`src/rtl/em_job_arbiter.sv`:
```
// Round-robin arbiter sharing one energy monitor among NUM_REQ requesters.
// One job in flight at a time: grant, forward spin, capture energy, return it.
module em_job_arbiter #(
  parameter  int NUM_REQ  = 4,
  parameter  int SPIN_W   = 256,
  parameter  int ENERGY_W = 32,
  localparam int IDX_W    = $clog2(NUM_REQ)
) (
  input  logic                              clk_i,
  input  logic                              rst_ni,
  input  logic                              en_i,
  input  logic [NUM_REQ-1:0]                req_spin_valid_i,
  input  logic [NUM_REQ-1:0][SPIN_W-1:0]    req_spin_i,
  output logic [NUM_REQ-1:0]                req_spin_ready_o,
  output logic [NUM_REQ-1:0]                req_energy_valid_o,
  output logic [ENERGY_W-1:0]               req_energy_o,
  input  logic [NUM_REQ-1:0]                req_energy_ready_i,
  output logic                              em_spin_valid_o,
  output logic [SPIN_W-1:0]                 em_spin_o,
  input  logic                              em_spin_ready_i,
  input  logic                              em_energy_valid_i,
  input  logic [ENERGY_W-1:0]               em_energy_i,
  output logic                              em_energy_ready_o,
  output logic                              busy_o,
  output logic [IDX_W-1:0]                  grant_idx_o,
  output logic [15:0]                       job_cnt_o
);

  typedef enum logic [1:0] {S_IDLE, S_ISSUE, S_WAIT, S_RETURN} state_e;

  state_e              state_q, state_d;
  logic [IDX_W-1:0]    rr_ptr_q, rr_ptr_d;
  logic [IDX_W-1:0]    grant_idx_q, grant_idx_d;
  logic [ENERGY_W-1:0] energy_q, energy_d;
  logic [15:0]         job_cnt_q, job_cnt_d;

  logic [IDX_W-1:0]    win_idx;
  logic                win_found;

  // Cyclic search starting at rr_ptr; the first valid requester wins.
  always_comb begin : arb
    int               cand;
    logic [IDX_W-1:0] cand_idx;
    win_idx   = rr_ptr_q;
    win_found = 1'b0;
    for (int k = 0; k < NUM_REQ; k++) begin
      cand = int'(rr_ptr_q) + k;
      if (cand >= NUM_REQ) cand = cand - NUM_REQ;
      cand_idx = IDX_W'(cand);
      if (!win_found && req_spin_valid_i[cand_idx]) begin
        win_idx   = cand_idx;
        win_found = 1'b1;
      end
    end
  end

  // NOTE: every signal gets a default before the case so no path leaves it
  // unassigned; that is what keeps this block free of inferred latches.
  always_comb begin
    state_d            = state_q;
    rr_ptr_d           = rr_ptr_q;
    grant_idx_d        = grant_idx_q;
    energy_d           = energy_q;
    job_cnt_d          = job_cnt_q;
    req_spin_ready_o   = '0;
    req_energy_valid_o = '0;
    em_spin_valid_o    = 1'b0;
    em_energy_ready_o  = 1'b0;

    // With en_i low nothing below runs: state holds and handshakes stay 0.
    if (en_i) begin
      unique case (state_q)
        S_IDLE: begin
          if (win_found) begin
            grant_idx_d = win_idx;
            state_d     = S_ISSUE;
          end
        end
        S_ISSUE: begin
          em_spin_valid_o               = req_spin_valid_i[grant_idx_q];
          req_spin_ready_o[grant_idx_q] = em_spin_ready_i;
          if (req_spin_valid_i[grant_idx_q] && em_spin_ready_i) state_d = S_WAIT;
        end
        S_WAIT: begin
          em_energy_ready_o = 1'b1;
          if (em_energy_valid_i) begin
            energy_d = em_energy_i;
            state_d  = S_RETURN;
          end
        end
        S_RETURN: begin
          req_energy_valid_o[grant_idx_q] = 1'b1;
          if (req_energy_ready_i[grant_idx_q]) begin
            state_d   = S_IDLE;
            rr_ptr_d  = (int'(grant_idx_q) == NUM_REQ - 1) ? '0 : grant_idx_q + 1'b1;
            job_cnt_d = job_cnt_q + 16'd1;
          end
        end
        default: state_d = S_IDLE;
      endcase
    end
  end

  // NOTE: non-blocking assignments here so every flop samples the pre-edge
  // value of every other flop, independent of statement order.
  always_ff @(posedge clk_i or negedge rst_ni) begin
    if (!rst_ni) begin
      state_q     <= S_IDLE;
      rr_ptr_q    <= '0;
      grant_idx_q <= '0;
      energy_q    <= '0;
      job_cnt_q   <= '0;
    end else begin
      state_q     <= state_d;
      rr_ptr_q    <= rr_ptr_d;
      grant_idx_q <= grant_idx_d;
      energy_q    <= energy_d;
      job_cnt_q   <= job_cnt_d;
    end
  end

  assign em_spin_o    = req_spin_i[grant_idx_q];
  assign req_energy_o = energy_q;
  assign busy_o       = (state_q != S_IDLE);
  assign grant_idx_o  = grant_idx_q;
  assign job_cnt_o    = job_cnt_q;

endmodule

```
`config.mk`:
```
export PLATFORM = sky130hd
export DESIGN_NAME = em_job_arbiter
export DESIGN_NICKNAME = d
export VERILOG_FILES = /design/src/rtl/em_job_arbiter.sv
export SDC_FILE = /design/constraint.sdc
export NUM_CORES = 1
export LEC_CHECK = 0
export CAP_MARGIN = 20
export CORE_AREA = 2 2 542 544
export CTS_CLUSTER_DIAMETER = 200
export DETAILED_ROUTE_END_ITERATION = 6
export DIE_AREA = 0 0 544 546
export GPL_TIMING_DRIVEN = 0
export MAX_ROUTING_LAYER = met4
export SETUP_SLACK_MARGIN = 0.2
export SLEW_MARGIN = 40
export SYNTH_ARGS = -nofsm -noshare
export SYNTH_HDL_FRONTEND = slang
export SYNTH_SLANG_ARGS = --single-unit
```
`constraint.sdc`:
```
create_clock -name clk_i -period 1.9 [get_ports clk_i]
set_clock_uncertainty 0.05 [all_clocks]
set_input_delay 0.475 -clock clk_i [delete_from_list [all_inputs] [get_ports clk_i]]
set_output_delay 0.475 -clock clk_i [all_outputs]
set_load 0.02 [all_outputs]
```
### After elaboration in Yosys (flattened, before gate mapping)

Cells that the tools add are included.

* flip-flop bits (word level): 54
* input port bits: 1069
* output and inout bits: 317

* $add $sub $neg: 9
* $lt $le $gt $ge: 10
* equal/unequal tests: 8
* multiplexer cells: 42
* bitwise logic cells: 1
* reductions and logical operators: 14

Operators with widths (count)
* $bmux 256 s2: 1
* $mux 256: 1
* $mux 2: 13
* $add 16x1->16 const B: 1
* $mux 4: 4
* $lt 2x3->1 const B: 5
* $mux 1: 15
* $bmux 1 s2: 6
* $ge 3x3->1 const B: 3
* $reduce_and 3->1: 3
* $ne 2x2->1 const B: 4
* $pmux 2 s4: 1
* $sub 2x1->2 const B: 4
* $add 2x2->3 const B: 2
* $logic_and 1x1->1: 5
* $reduce_and 5->1: 1
* $and 4x4->4: 1
* $eq 2x1->1 const B: 2
* $eq 2x2->1 const B: 2
* $add 2x1->3 const B: 1
* $ge 2x3->1 const B: 1
* $logic_not 1->1: 3
* $add 2x1->2 const B: 1
* $demux 1 s2: 1
* other kinds (3): 3

### Longest topological paths before layout

* word-level depth: 16
* mapped depth: 7
* mapped depth without buffers: 6

### Worst setup path after synthesis

OpenSTA, ideal clock, no wires.

* kind: register to output
* start: reg grant_idx_q[0] (netlist: grant_idx_o[0])
* end: out em_spin_o[237]
* arrival: 1.725 ns
* required time: 1.375 ns
* path slack: -0.350 ns
* cell stages (with the launch flop): 5
* cell sequence: dfrtp_1 buf_6 buf_4 buf_4 mux4_2

* word-level cells in the longest chain between the ends: 2

RTL lines
* start: declaration: line 33 `logic [IDX_W-1:0] grant_idx_q, grant_idx_d;`
* start signal: assignment: line 116 `grant_idx_q <= grant_idx_d;`
* $bmux 256 s2: line 122 `assign em_spin_o = req_spin_i[grant_idx_q];`
* $mux 256 (not written as such): line 122
* end: declaration: line 19 `output logic [SPIN_W-1:0] em_spin_o,`

No other way between the ends. The select of a mux whose other input is x is not followed.

### Worst setup path after layout

* start: reg grant_idx_q[0] (netlist: grant_idx_o[0])
* end: out em_spin_o[17]

Same word-level chain as after synthesis.

==> qor.yml <==
clocking:
  cts_tree: "built"
  clk_pin_slew_ps: 140
  cts_buffers: 5
  cts_max_level: 2
  cts_sinks: 54
  clk_latency_ps: 390
  ctsRootBufferMaster: "clkbuf_16"
  cts_buffer_depth: 2
final_layout:
  nets: 3097
  layout_commonest_cell: "clkdlybuf4s50_1"
  final_cell_mix: "clkdlybuf4s50_1 (1065), mux4_2 (257), buf_6 (132)"
  final_cells: 6250
  area_delta_synth_final_pct: 249
  drive_gt1_share_pct: 38.8
sta:
  rsz0062_at_grt: "true"
  setup_ws_ps: -1010
  finalCritPeriodShare_pct: 153
  tightest_slew_ps: 479
  min_period_ps: 2910
  relSlewSlack_pct: 68.1
  finalSetupViolations: 267
  hold_viol_final: 0
  fmax_mhz: 343
  slew_violations: 0
pwr:
  powerDensity_mw_per_mm2: 1320
  p_total_mw: 40.0
  vdd.ir_drop.worst_mv: 0.652
  leakage_nw: 10.0
critical_path:
  path_max_fanout: 7
  critPathCaptureType: "output port"
  reg2regPathDepth: 8
  cp_data_required_time_ps: 1370
  rrSetupSlack_ps: -390
  worstPathArrival_ps: 2390
  crit_type: "register to output port"
  worstSetupStartpointType: "register"
  r2r-start: "grant_idx_o[0]"
  worst_r2r_endpoint: "state_q[1]"
min_path:
  hp-start: "job_cnt_o[15]"
  hold_end: "job_cnt_o[15]"
  min_path_cells: 1
  min_path_type: "register to register"
floorplan:
  initial_utilization_pct: 2.96
  coreArea_sq_mm: 0.292
  dieWidth_um: 544
  core.rowCount: 199
  die_area_sq_mm: 0.297
  ios: 1386
  fp.dieH_um: 546
synthesis:
  synthFlopType: "dfrtp_1"
  ys_seq_area_share_pct: 15.6
  synth_fp_nets: 1600
  synth-seq-cells: 54
  synthCells: 521
  syn_area_sq_mm: 0.00866
  ys_warn_count: 0
  avgSynthCellArea_sq_um: 16.6
  ys_async_sr_fraction_pct: 100
  synth-edff-count: 0
  yosys.cell_types.count: 36
global_routing:
  grt_overflow: 0
  grt_pass1_vias: 15300
  grt_usage_pct: 17.8
  grt_max_degree: 36
  antenna_found_initial: 418
  grt_pass1_wl_um: 300000
route:
  num_vias: 16200
  drc: 0
  wl_per_cell_um: 43.2
  drtIter0Drc: 1788
  drt-total-wl_um: 270000
  drt_first_pass_iters: 7
  final_antenna_net_count: 0
  vias_per_cell: 2.60
place:
  globalplace.congestion: 1.37
  hpwl_um: 252000
  portBuffers: 1385
  placed_cells: 5827
status:
  status: "complete, but fails checks"
  violations: "negative setup slack"
job:
  drv_cap: 0
metrics by stage:
stage	hold WS [ps]	utilization (%)	setup WS (ps)	TNS (ps)	area, sq um
4_1_cts	416	9.78	-1140	-250750	28600
2_1_floorplan	129	-	-156	-35820	8970
3_5_place_dp	297	9.49	-2040	-373810	27700
3_3_place_gp	421	9.50	-2790	-573950	27700
6_report	441	10.4	-1010	-229300	30300
5_1_grt	438	10.3	-1100	-252900	30200
critical path, cell delays in order, from the launching register on:
cell and delay [ps]:
dfrtp_2 430, buf_12 190, buf_4 150, buf_12 120
buf_12 130, buf_4 140, mux4_2 600, buf_6 190
how the worst max path moves through the flow:
stage	cells past startpoint	endpoint	from	slack, ps
global placement	5	em_spin_o[144]	grant_idx_o[1]	-2790
global route	7	em_spin_o[4]	grant_idx_o[0]	-1100
detailed placement	5	em_spin_o[63]	grant_idx_o[1]	-2040
finish	7	em_spin_o[17]	grant_idx_o[0]	-1010
CTS	5	em_spin_o[60]	grant_idx_o[0]	-1140
floorplan	4	em_spin_o[100]	grant_idx_o[0]	-160
metal layers:
metal / track usage, % / share of wire, %
met1: 20.0 / 39
met2: 23.4 / 37
met3: 14.9 / 20
met4: 4.79 / 3.9
met5: - / 0
state kept, by name, indices dropped and copies added (netlist names):
name          count
grant_idx_o       2
job_cnt_o        16
req_energy_o     32
rr_ptr_q          2
state_q           2
power by group:
| group | switching (mW) | total (mW) | internal, mW | leakage (nW) |
|---|---|---|---|---|
| logic | 21.2 | 36.8 | 15.6 | 9.27 |
| clock network | 0.742 | 1.26 | 0.515 | 0.0783 |
| registers | 0.305 | 1.90 | 1.60 | 0.671 |
logic make-up after synthesis:
kind of cell / Yosys count / synth area share, %
buffers and inverters: 71 / 4.60
adder cells (fa/ha/maj): 10 / 1.45
XOR/XNOR: 15 / 1.52
flip-flops: 54 / 15.6
multiplexers: 296 / 71.9
AO/OA/AOI/OAI: 12 / 0.896
AND/OR/NAND/NOR: 63 / 4.05
synth_stat cells, drive strengths merged (3+ instances only):
library cell	count	area, sq um
nand2	14	52.6
xor2	3	26.3
mux4	257	5790
mux2	34	387
mux2i	5	50.1
and2	5	31.3
o21ai	4	20.0
nand4	4	25.0
ha	10	125
nand3	11	55.1
clkbuf	8	30.0
nor2	6	22.5
xnor2	12	105
dfrtp	54	1350
and3	12	80.1
buf	55	338
inv	8	30.0
final cells by class:
type | count | area (sq um)
well taps | 3919 | 4900
flip-flops and latches | 54 | 1360
fillers | 33400 | 262000
clock buffers | 5 | 125
plain buffers | 63 | 1040
clock inverters | 3 | 28.8
diodes | 312 | 781
inverters | 8 | 50.0
multi-input cells | 396 | 7110
repair buffers | 1490 | 14900
timing repair:
| item | in CTS | in global routing |
|---|---|---|
| endpoints found under the hold margin | 19 | 0 |
| setup endpoints to repair | 367 | 321 |
| pin swaps | 5 | 0 |
| buffers inserted | 44 | 46 |
| gates cloned | 4 | 8 |
| gates resized for setup | 1378 | 353 |
| hold buffers | 1 | 0 |
(Power assumes the default switching activity.)
